## src/rtl/wunpk_pkg.sv

```systemverilog
// Shared defaults, state encoding and byte-lane helper for the word_unpacker slice.
package wunpk_pkg;

  localparam int DSIZE_DEF = 8;
  localparam int RATIO_DEF = 4;
  localparam int ASIZE_DEF = 1;
  localparam int IDXW      = $clog2(RATIO_DEF);

  // STREAM means at least one word (possibly partially sent) is buffered.
  typedef enum logic {
    IDLE   = 1'b0,
    STREAM = 1'b1
  } state_t;

  // Map the running byte counter onto the physical lane of the head word.
  function automatic int unsigned byte_lane(input int unsigned idx,
                                            input int unsigned ratio,
                                            input bit          msb_first);
    return msb_first ? (ratio - 1 - idx) : idx;
  endfunction

endpackage

```

## src/rtl/wunpk_mem.sv

```systemverilog
// Word buffer storage: synchronous write port, asynchronous read port, no reset.
module wunpk_mem #(
  parameter int WIDTH = 32,
  parameter int ASIZE = 1
) (
  input  logic             clk,
  input  logic             we,
  input  logic [ASIZE-1:0] waddr,
  input  logic [WIDTH-1:0] wdata,
  input  logic [ASIZE-1:0] raddr,
  output logic [WIDTH-1:0] rdata
);

  logic [WIDTH-1:0] mem [2**ASIZE];

  always_ff @(posedge clk) begin
    if (we) mem[waddr] <= wdata;
  end

  assign rdata = mem[raddr];

endmodule

```

## src/rtl/word_unpacker.sv

```systemverilog
// Word-to-byte downconverter: buffers packed words and streams them out one byte per cycle.
// Build option: define WUNPK_MSB_FIRST_EN to send the most significant byte of each word first.
module word_unpacker
  import wunpk_pkg::*;
#(
  parameter int DSIZE = DSIZE_DEF,
  parameter int RATIO = RATIO_DEF,
  parameter int ASIZE = ASIZE_DEF
) (
  input  logic                   clk,
  input  logic                   rstn,
  input  logic                   clr,
  input  logic                   in_valid,
  input  logic [DSIZE*RATIO-1:0] in_data,
  output logic                   in_ready,
  output logic                   out_valid,
  output logic [DSIZE-1:0]       out_data,
  input  logic                   out_ready,
  output logic                   wfull,
  output logic                   rempty,
  output logic [ASIZE:0]         level
);

  localparam int WW = DSIZE * RATIO;
  localparam int IW = $clog2(RATIO);

`ifdef WUNPK_MSB_FIRST_EN
  localparam bit MSB_FIRST = 1'b1;
`else
  localparam bit MSB_FIRST = 1'b0;
`endif

  logic [ASIZE:0] wptr, rptr;
  logic [IW-1:0]  idx;
  logic [IW-1:0]  lane;
  logic [WW-1:0]  rd_word;
  state_t         state, state_nx;
  logic           push, xfer, last_byte, pop;

  // clr wins over any same-cycle transfer, so it also masks the memory write.
  assign push      = in_valid && in_ready && !clr;
  assign xfer      = out_valid && out_ready && !clr;
  assign last_byte = (idx == IW'(RATIO - 1));
  assign pop       = xfer && last_byte;

  assign wfull    = (wptr[ASIZE] != rptr[ASIZE]) &&
                    (wptr[ASIZE-1:0] == rptr[ASIZE-1:0]);
  assign in_ready = !wfull;
  assign level    = wptr - rptr;

  wunpk_mem #(
    .WIDTH (WW),
    .ASIZE (ASIZE)
  ) u_mem (
    .clk   (clk),
    .we    (push),
    .waddr (wptr[ASIZE-1:0]),
    .wdata (in_data),
    .raddr (rptr[ASIZE-1:0]),
    .rdata (rd_word)
  );

  always_ff @(posedge clk or negedge rstn) begin
    if (!rstn) begin
      wptr <= '0;
      rptr <= '0;
      idx  <= '0;
    end else if (clr) begin
      wptr <= '0;
      rptr <= '0;
      idx  <= '0;
    end else begin
      if (push) wptr <= wptr + 1'b1;
      if (xfer) begin
        idx <= last_byte ? '0 : idx + 1'b1;
        if (last_byte) rptr <= rptr + 1'b1;
      end
    end
  end

  always_ff @(posedge clk or negedge rstn) begin
    if (!rstn) state <= IDLE;
    else       state <= state_nx;
  end

  // State mirrors pointer equality, so out_valid never depends on out_ready.
  always_comb begin
    state_nx = state;
    if (clr) begin
      state_nx = IDLE;
    end else begin
      case (state)
        IDLE:    if (push) state_nx = STREAM;
        STREAM:  if (pop && !push && level == {{ASIZE{1'b0}}, 1'b1}) state_nx = IDLE;
        default: state_nx = IDLE;
      endcase
    end
  end

  assign rempty    = (state == IDLE);
  assign out_valid = (state == STREAM);

  assign lane     = IW'(byte_lane(32'(idx), RATIO, MSB_FIRST));
  assign out_data = rd_word[lane*DSIZE +: DSIZE];

endmodule

```

## config.mk

```make
export PLATFORM = sky130hd
export DESIGN_NAME = word_unpacker
export DESIGN_NICKNAME = d
export VERILOG_FILES = /design/src/rtl/wunpk_pkg.sv /design/src/rtl/wunpk_mem.sv /design/src/rtl/word_unpacker.sv
export SDC_FILE = /design/constraint.sdc
export NUM_CORES = 1
export LEC_CHECK = 0
export CAP_MARGIN = 30
export CORE_MARGIN = 2
export CORE_UTILIZATION = 45
export CTS_CLUSTER_SIZE = 16
export DETAILED_ROUTE_END_ITERATION = 12
export GPL_TIMING_DRIVEN = 1
export PLACE_DENSITY = 0.73
export SETUP_SLACK_MARGIN = 0.3
export SYNTH_ARGS = -nofsm -noshare
export SYNTH_HDL_FRONTEND = slang
export SYNTH_SLANG_ARGS = --single-unit
```

## constraint.sdc

```tcl
create_clock -name clk -period 10.2 [get_ports clk]
set_input_delay 2.04 -clock clk [delete_from_list [all_inputs] [get_ports clk]]
set_output_delay 2.04 -clock clk [all_outputs]
set_load 0.01 [all_outputs]
```

; Yosys cells after proc, flatten, opt, wreduce, memory -nomap -nowiden
; Memory sizes are Yosys's and may differ from the RTL's.
; Cells that the tools add are included.
[op_classes]
n_addsub = 4
n_eq_ne = 4
n_mux = 13
shifts = 1
n_reduce_logical = 15
bitwise = 1
[op_table]
columns = cell, n
row1 = indexed part select 32 x 6 -> 8 bit, 1
row2 = two-way mux 2 bit, 8
row3 = logical AND 1 bit, 8
row4 = adder 2 x 1 -> 2 bit (second input constant), 3
row5 = nonzero test 2 bit, 3
row6 = two-way mux 1 bit, 4
row7 = logical NOT 1 bit, 3
row8 = == test 2 x 1 -> 1 bit (second input constant), 1
row9 = == test 2 bit (second input constant), 1
row10 = case mux 1 bit (2 select lines), 1
row11 = AND reduction 2 bit, 1
row12 = subtractor 2 bit, 1
row13 = == test 1 bit, 1
row14 = inequality test 1 bit, 1
row15 = inverter 1 bit, 1
[totals]
in_bits = 37
mem_count = 1
register_bits = 7
output_inout_bits = 14
elab_cells = 43
ram_bits = 64
[mem_list]
columns = memory, words, width, rd, rd_ports_with_merged_regs, write_ports, line_no
row1 = u_mem.mem, 2, 32, 1, 0, 1, wunpk_mem.sv:14  ; logic [WIDTH-1:0] mem [2**ASIZE];

; Logic depth before layout (Yosys ltp)
[logic_depth]
ltp_word = 11
mapped_depth = 5
ltp_nobuf = 5

; Modules after synthesis
; Synthesis repeated with hierarchy kept, for this count alone.
[unflattened]
hier_cells = 155
area_unflattened_um2 = 3079.2
[modules_own_cells]
columns = mod, area_each_um2, cells_each, instances, seq_area_each_um2
row1 = wunpk_mem, 2478.6, 102, 1, 1921.8
row2 = word_unpacker, 600.6, 53, 1, 175.2

; Worst setup path before layout
; OpenSTA, ideal clock, no wires.
[synth_path]
kind = in2reg
from = in clr
to = mem u_mem.mem[0][0] (enable)
t_arrival_ps = 4495
slack_ps = 5244
setup_time_ps = 461
required_ps = 9739
path_stages = 2
path_cell_list = clkbuf_1 > nor3_1
[synth_via]
elab_chain_cells = 4
[synth_rtl]
columns = element, line_no
row1 = start: declaration, word_unpacker.sv:12  ; input logic clr,
row2 = logical NOT 1 bit, word_unpacker.sv:41  ; assign push = in_valid && in_ready && !clr;
row3 = logical AND 1 bit, word_unpacker.sv:41
row4 = two-way mux 1 bit, wunpk_mem.sv:17  ; if (we) mem[waddr] <= wdata;
row5 = two-way mux 1 bit (not written as such), wunpk_mem.sv:17
row6 = end: declaration, wunpk_mem.sv:14
; Every way passes these cells.

; Final worst setup path
[layout_path]
from = reg rptr[0]
to = out out_data[7]
[layout_via]
elab_chain_cells = 2
[layout_rtl]
columns = element, line_no
row1 = start: declaration, word_unpacker.sv:33  ; logic [ASIZE:0] wptr, rptr;
row2 = start signal: assignment, word_unpacker.sv:76  ; if (last_byte) rptr <= rptr + 1'b1;
row3 = memory (2 x 32 bit), --
row4 = indexed part select 32 x 6 -> 8 bit, word_unpacker.sv:104  ; assign out_data = rd_word[lane*DSIZE +: DSIZE];
row5 = end: declaration, word_unpacker.sv:17  ; output logic [DSIZE-1:0] out_data,
; Every way passes these cells.

==> results.md <==
* Std-Cell Rows at 29
* Post-Syn Area per Cell at 21.10 µm²
* Share of the synthesized area in the top cell type at 0.6649
* Hold Crit Start: out_valid$_DFF_PN0_
* HPWL Detailed at 3225 µm
* Routed vias/inst at 5.267
* Flop2flop setup slack at 8.07 ns
* Longest Clk Path Bufs at 2
* I/O Pins at 51
* Leakage at 1.299 nW
* Pre-CTS WS at 6.000 ns
* Detailed Route Iter0 Violations at 80
* Hold_buf cts at 0
* Skew-Pair Late Insertion Delay at 0.34 ns
* Total wire length at 4879 µm
* Final setup violation count at 0
* Die W at 84.14 µm
* Cells on worst reg2reg path at 4
* Vias in the first global route at 1,615
* Most common cell after layout, fill and taps aside: edfxtp_1
* Final Non-Filler Cells at 277
* Worst min-delay path class: flop to flop
* Setup crit start kind: flop
* Num CTS Buffers at 9
* Post-Syn Area at 0.002890 mm²
* WHS Endpoint: idx[1]$_DFFE_PN0P_
* Area leader, netlist: edfxtp_1
* Required time of the critical path at 8.16 ns
* Post-synth EDFFs at 64
* Fraction of layout cells with a size suffix above 1 at 0.1850
* Power Total at 0.6316 mW
* Max-cap violations at 0
* Most frequent cells in the layout: edfxtp_1, clkdlybuf4s50_1, clkbuf_8
* Area Overhead vs Synth at 28.18%
* Clock Pin Slew Worst Setup and Hold Paths at 0.07 ns
* Ys Warns at 0
* Max VDD drop at 0.09945 mV
* Routed wire per std cell at 17.61 µm
* Clock Sinks at 71
* Vias at 1,459
* Fin crit period at 4.538 ns
* Total track usage at 0.1486
* CTS H-Tree Depth at 3
* CTS root buf: clkbuf_8
* Diode count at 0
* Crit path DAT at 2.50 ns
* Synth area leaders: edfxtp_1, mux4_1, mux4_2, dfrtp_1, mux2_4
* Hold Violations, Final at 0
* Post-synthesis sequential area ratio at 0.7255
* Clock skew at 0.008007 ns
* Top FF cell, synth: edfxtp_1
* CP max FO at 13
* Final slew viol count at 0
* Antenna-violating nets left at 0
* Final worst path period share at 0.4449
* Post-CTS setup buffer count at 0
* DRC viols at 0
* Synth Instances at 137
* Die height at 84.14 µm
* Post_cts resized at 0
* Post-synth ARST share at 0.09859
* Status: complete, no violations
* # placed instances at 261
* Post-synthesis net count at 176
* TNS Setup at 0 ns
* First-pass GRT wire length at 7769 µm
* Unrepaired setup endpoints after global routing: no
* Worst Slack Setup Final at 5.662 ns
* Initial Util at 0.4604
* Die Area at 0.007080 mm²
* Gp weighted congestion at 0.8216
* Worst R2R End: u_mem.mem[0][9]$_DFFE_PP_
* TritonCTS clock tree: yes
* Antenna violations before repair at 0
* DR pass1 iterations at 4
* Final Util at 0.5902
* Type of the worst setup path: flop to output port
* Max_slew headroom at 0.5333
* Fmax at 220.4 MHz
* #FFs+latches synth at 71
* Count of cell types in the netlist at 24
* Power Dens Cells at 170.5 mW/mm²
* Core box area at 0.006277 mm²
* WHS Path Cells at 2
* GRT Residual Overflow at 0
* Worst-Margin Slew at 0.7000 ns
* Largest net degree at the start of global routing at 33
* NumNets Final at 234
* R2R Path Start: rptr[0]$_DFFE_PN0P_
* I/O Buffers at 50
* Critical Path Sink Type: output port
==> worst max-delay path, cell delays in order (launching register included) <==
cell and delay, ns:
dfrtp_1 0.61, buf_16 0.21, mux4_1 0.56, mux2_4 0.29, clkdlybuf4s50_1 0.48
==> kinds of logic (layout without fill, tap and decap cells) <==
kind of cell	after synthesis	in the layout	synth area share
buffers and inverters	11	74	0.02294
muxes	28	28	0.1909
DFF	71	71	0.7255
and+or+nand+nor	17	17	0.02468
xor gates and xnor gates	4	4	0.01732
AOI/OAI and AO/OA	4	4	0.009954
adders and majority gates	2	2	0.008657
==> final cells by class <==
class | instances | area [µm²]
Multi-Input combinational cell | 55 | 737.0
Tap cell | 77 | 96.34
Fill cell | 469 | 2572
Sequential cell | 71 | 2097
Clock buffer | 10 | 127.6
Clock inverter | 6 | 85.08
Inverter | 5 | 18.77
Timing Repair Buffer | 53 | 543.0
==> registers in the layout, summed over array words and instances (netlist names) <==
signal     cells
wptr           2
u_mem.mem     64
idx            2
out_valid      1
rptr           2
==> worst max-delay path by stage <==
stage | endpoint | cells after the start | startpoint | slack [ns]
after floorplan | u_mem.mem[0][0]$_DFFE_PP_ | 2 | clr | 5.24
after global placement | out_data[0] | 3 | rptr[0]$_DFFE_PN0P_ | 5.71
after detailed placement | out_data[4] | 4 | rptr[0]$_DFFE_PN0P_ | 6.00
after CTS | out_data[4] | 4 | rptr[0]$_DFFE_PN0P_ | 5.61
after global routing | out_data[0] | 4 | rptr[0]$_DFFE_PN0P_ | 5.55
final | out_data[7] | 4 | rptr[0]$_DFFE_PN0P_ | 5.66
==> Yosys cell counts, types with 2 or more instances <==
library cell	number
dfrtp_1	7
mux2_4	8
nor3_1	2
nand2_1	5
mux2i_1	3
edfxtp_1	64
nand3_1	2
clkbuf_1	3
mux4_1	8
xor2_1	3
ha_1	2
mux4_2	8
inv_1	5
nor2_1	7
==> per-layer routing <==
metal / GRT usage / vias to the layer above / share of wire
met5: 0 / - / 0
met4: 0.05279 / 0 / 0.012
met3: 0.05506 / 10 / 0.052
met2: 0.2554 / 43 / 0.53
met1: 0.1716 / 733 / 0.41
li1: - / 673 / -
==> stage by stage <==
stage                     hold slack [ns]  cell area, µm²
after floorplan                    0.5546            2890
after global placement             0.5714            3465
after detailed placement           0.6387            3492
after CTS                          0.6554            3705
after global routing               0.6998            3705
final                              0.6543            3705
==> where the power goes <==
part	total, mW	leakage (nW)	switching [mW]	internal, mW
combinational	0.0576	0.515	0.0219	0.0356
sequential	0.338	0.681	0.00693	0.331
clock	0.236	0.104	0.0992	0.137
total	0.632	1.30	0.128	0.504
Power figures use the tool's default switching activity.
